## src/rtl/data_mem.sv

```systemverilog
// data_mem: word-addressed data memory for the core's MEM stage.
// Combinational read, one write per cycle (clear FSM, core store or host
// load), a post-reset clear sequence and a saturating store counter.
module data_mem #(
  parameter int WIDTH  = 32,
  parameter int ADDR_W = 6,
  parameter int DEPTH  = 64,
  parameter int CNT_W  = 16
) (
  input  logic              clk,
  input  logic              reset,
  input  logic              dmem_w_en,
  input  logic [ADDR_W-1:0] dmem_addr,
  input  logic [WIDTH-1:0]  dmem_wdata,
  output logic [WIDTH-1:0]  dmem_rdata,
  input  logic              host_valid,
  input  logic [ADDR_W-1:0] host_addr,
  input  logic [WIDTH-1:0]  host_wdata,
  output logic              host_ready,
  output logic              init_done,
  output logic [CNT_W-1:0]  store_count
);

  typedef enum logic {ST_CLEAR, ST_READY} state_t;

  localparam logic [ADDR_W-1:0] LAST_IDX = ADDR_W'(DEPTH - 1);
  localparam logic [CNT_W-1:0]  CNT_MAX  = '1;

  state_t            state_q, state_d;
  logic [ADDR_W-1:0] clr_idx_q, clr_idx_d;
  logic [CNT_W-1:0]  store_count_q, store_count_d;

  // Storage is deliberately left out of reset; the clear FSM zeroes it.
  logic [WIDTH-1:0]  mem_q [DEPTH];

  // Single shared write port: the three writers are mutually exclusive.
  logic              wr_en;
  logic [ADDR_W-1:0] wr_addr;
  logic [WIDTH-1:0]  wr_data;

  // Next-state, write-port selection and host handshake.
  always_comb begin
    state_d       = state_q;
    clr_idx_d     = clr_idx_q;
    store_count_d = store_count_q;
    wr_en         = 1'b0;
    wr_addr       = clr_idx_q;
    wr_data       = '0;
    host_ready    = 1'b0;
    case (state_q)
      ST_CLEAR: begin
        wr_en = 1'b1;
        if (clr_idx_q == LAST_IDX) begin
          // Index is not advanced here: it only returns to 0 via reset.
          state_d = ST_READY;
        end else begin
          clr_idx_d = clr_idx_q + 1'b1;
        end
      end
      ST_READY: begin
        // Core has strict priority; the host waits while the core stores.
        host_ready = !dmem_w_en;
        if (dmem_w_en) begin
          wr_en   = 1'b1;
          wr_addr = dmem_addr;
          wr_data = dmem_wdata;
          if (store_count_q != CNT_MAX) begin
            store_count_d = store_count_q + 1'b1;
          end
        end else if (host_valid) begin
          wr_en   = 1'b1;
          wr_addr = host_addr;
          wr_data = host_wdata;
        end
      end
      default: state_d = ST_CLEAR;
    endcase
  end

  // State, clear index and store counter registers.
  always_ff @(posedge clk or posedge reset) begin
    if (reset) begin
      state_q       <= ST_CLEAR;
      clr_idx_q     <= '0;
      store_count_q <= '0;
    end else begin
      state_q       <= state_d;
      clr_idx_q     <= clr_idx_d;
      store_count_q <= store_count_d;
    end
  end

  // Memory array write; anything presented on an edge while reset is high is dropped.
  always_ff @(posedge clk) begin
    if (wr_en && !reset) begin
      mem_q[wr_addr] <= wr_data;
    end
  end

  // Reads show the pre-edge contents, so a same-cycle write returns old data.
  assign init_done   = (state_q == ST_READY);
  assign dmem_rdata  = init_done ? mem_q[dmem_addr] : '0;
  assign store_count = store_count_q;

endmodule

```

## config.mk

```make
export PLATFORM = sky130hd
export DESIGN_NAME = data_mem
export DESIGN_NICKNAME = d
export VERILOG_FILES = /design/src/rtl/data_mem.sv
export SDC_FILE = /design/constraint.sdc
export NUM_CORES = 2
export LEC_CHECK = 0
export CORE_MARGIN = 4
export CORE_UTILIZATION = 64
export CTS_CLUSTER_DIAMETER = 30
export DETAILED_ROUTE_END_ITERATION = 12
export PLACE_DENSITY = 0.81
export REMOVE_ABC_BUFFERS = 1
export SLEW_MARGIN = 20
export SYNTH_ARGS = -nofsm -noshare
export SYNTH_HDL_FRONTEND = slang
export SYNTH_SLANG_ARGS = --single-unit
```

## constraint.sdc

```tcl
create_clock -name clk -period 10.1 [get_ports clk]
set_input_delay 1.01 -clock clk [delete_from_list [all_inputs] [get_ports clk]]
set_output_delay 1.01 -clock clk [all_outputs]
set_load 0.02 [all_outputs]
```

==> out/summary.txt <==
Fraction of layout cells with a size suffix above 1 -> 32.1%
GRT Total Usage -> 40.3%
PwrDens -> 227 nW/µm²
Mux contribution to synthesized area -> 16.3%
Final Util -> 77.0%
Tcrit/Tclk final -> 65.0%
Synth-to-layout area growth -> 19.4%
Gate Count Post-Synth -> 3540
Worst vdd ir -> 0.000211 V
Place WS -> 3.92 ns
DR WL/cell -> 44.2 µm
Yosys warnings -> 0
Vias in the first global route -> 46800
Worst Hold Class -> reg2reg
Post-synth ARST share -> 1.11%
Rows -> 129
Die ar. -> 131000 µm²
Fin crit period -> 6.57 ns
Worst hold slack -> 0.504 ns
Synth Cell Area -> 79900 µm²
Pins Over Slew Limit -> 0
Worst-Skew Late Latency -> 0.91 ns
Synthesis-stage register bit count -> 2071
Max cap viols -> 0
Synth Area in Compound Gates -> 2.78%
Clock Sink Count -> 2071
CP startpoint kind -> primary input
Hold_buf cts -> 0
Total CTS buffers -> 340
Main combinational cell family by area after synthesis -> multiplexers
Post-DRT Antenna Nets -> 0
Worst Path Required -> 9.09 ns
CTS tree -> built
Worst-path fanout max -> 44
Die width -> 361 µm
Hold wc startpoint -> store_count[14]$_DFFE_PP0P_
Final WS setup -> 3.53 ns
Total power -> 21.6 mW
Crit path DAT -> 5.56 ns
Final HPWL DP -> 119 mm
Relative slew margins -> 11.0%
Adder-Cell Fraction of Synth Area -> 0.0313%
Post-synth EDFFs -> 2048
Grt ovf -> 0
DR vias/cell -> 7.78
Worst-path clk slew -> 0.05 ns
DRC -> 0
Setup_tns -> 0 ns
Non-Filler Instances -> 5861
H-tree levels -> 5
Most frequent cells in the layout -> 2048 x edfxtp_1, 520 x mux4_2, 345 x clkbuf_16
Starting DRT DRC Count -> 9236
Crit path from -> dmem_addr[1]
Post-DP Area -> 83800 µm²
Worst-margin pin slew -> 1.34 ns
Average size of a mapped cell -> 22.6 µm²
Post-CTS Resized -> 0
Leading cell type in the layout, fill and taps excluded -> edfxtp_1
Clock buffer depth -> 4
Num ports -> 130
Gp weighted congestion -> 0.842
Number of antenna violations at the first check in global routing -> 12
Reg-to-Reg Start -> init_done$_DFF_PP0_
Final Skew -> 0.0458 ns
1st-pass router iterations -> 6
Layout net count -> 4034
Dpl cells -> 5246
FILL cells -> 5372
Synth unique cells -> 52
Final-report setup violation count -> 0
Crit. End Element -> primary output
Via count -> 45600
Fmax -> 0.152 GHz
CORE AREA -> 124000 µm²
Post-Synth XOR/XNOR Area -> 0.208%
Largest net degree at the start of global routing -> 109
Final instance area -> 95400 µm²
Leakage -> 25.9 nW
Die height -> 361 µm
Synth area leader -> edfxtp_1
Root buffer cell -> clkbuf_16
Initial Util -> 64.5%
Simple-Gate Fraction of Synth Area -> 1.68%
Largest cells by area after synthesis -> edfxtp_1 77%, mux4_2 15%, mux2i_1 1.1%
RSZ-0062 raised after global routing -> no
Post CTS Setup Buffer Count -> 0
CP Class -> in2out
Hold Violations, Final -> 0
Top_reg_cell synth -> edfxtp_1
Status -> complete, no violations
Sequential area share after synthesis -> 77.7%
Port Buf Inserts -> 129
First-pass GRT wire length -> 363 mm
Total wire length -> 259 mm
Yosys top cell area share -> 77.0%
==> worst paths after layout <==
path / cells past startpoint / to / slack, ns
setup reg to reg: 6 / mem_q[13][17]$_DFFE_PP_ / 5.09
max in group asynchronous: 2 / clr_idx_q[3]$_DFFE_PP0P_ / 8.87
min in group asynchronous: 2 / store_count[13]$_DFFE_PP0P_ / 0.64
setup / recovery: 9 / dmem_rdata[18] / 3.53
hold reg to reg: 1 / store_count[14]$_DFFE_PP0P_ / 0.50
hold / removal: 1 / store_count[14]$_DFFE_PP0P_ / 0.50
==> report_power, final <==
part | switching [mW] | internal, mW
Clock | 4.43 | 7.42
Sequential | 0 | 9.30
Combinational | 0.292 | 0.168
Total | 4.73 | 16.9
==> Yosys cell counts, types with 3 or more instances <==
library cell and n:
o21ai_1 11, buf_1 11, nand4_1 5, o211ai_1 8, a211oi_1 6, nand2_1 115, nand2b_1 3, and4_1 4
mux2_1 4, a21oi_1 54, nor2_1 89, a32oi_1 4, a31oi_1 14, xor2_1 5, a22oi_1 89, o21ai_0 11
a311oi_1 3, buf_4 40, a211o_1 4, mux4_2 520, xnor2_1 14, mux2i_1 84, edfxtp_1 2048, nand3_1 37
nor3_1 4, inv_1 5, a222oi_1 4, o221ai_1 7, a22o_1 52, and3_1 7, dfrtp_1 23, buf_2 62
buf_6 12, o22ai_1 9, clkbuf_1 66, mux2_2 34, nor2b_1 21, a221oi_1 22, and2_1 12
==> per-layer routing <==
metal / global-route usage, % / up-vias / wire length, µm
li1: - / 16000 / -
met1: 52.0 / 22800 / 76700
met2: 60.1 / 5501 / 119000
met3: 14.4 / 1252 / 43800
met4: 24.0 / 8 / 19800
met5: 0 / - / 54
==> layout make-up <==
cell class / count / area, µm² / area share, %
antenna: 9 / 22.5 / 0.0236
clock buffer: 372 / 8760 / 9.19
clock inverter: 233 / 2710 / 2.85
inverter: 7 / 28.8 / 0.0302
multi-input combinational: 1271 / 17400 / 18.2
sequential: 2071 / 62100 / 65.1
tap: 1637 / 2050 / 2.15
timing repair buffer: 261 / 2350 / 2.47
==> registers in the layout (all words and copies together), names as in the netlist <==
name	flops
store_count	16
init_done	1
clr_idx_q	6
mem_q	2048
==> kinds of logic after synthesis <==
kind of cell               count (synthesis)
xor gates and xnor gates                  19
muxes                                    642
buffers and inverters                    198
and+or+nand+nor                          301
adders and majority gates                  2
DFF                                     2071
AOI/OAI and AO/OA                        307
==> worst max-delay path, stage by stage <==
cell             delay, ns
buf_8                 0.37
buf_4                 0.61
buf_4                 0.70
mux4_2                0.43
nand2_1               0.10
nand2_1               0.10
a221oi_1              1.11
a21oi_1               0.34
clkdlybuf4s50_1       0.63
Power figures use the tool's default switching activity.
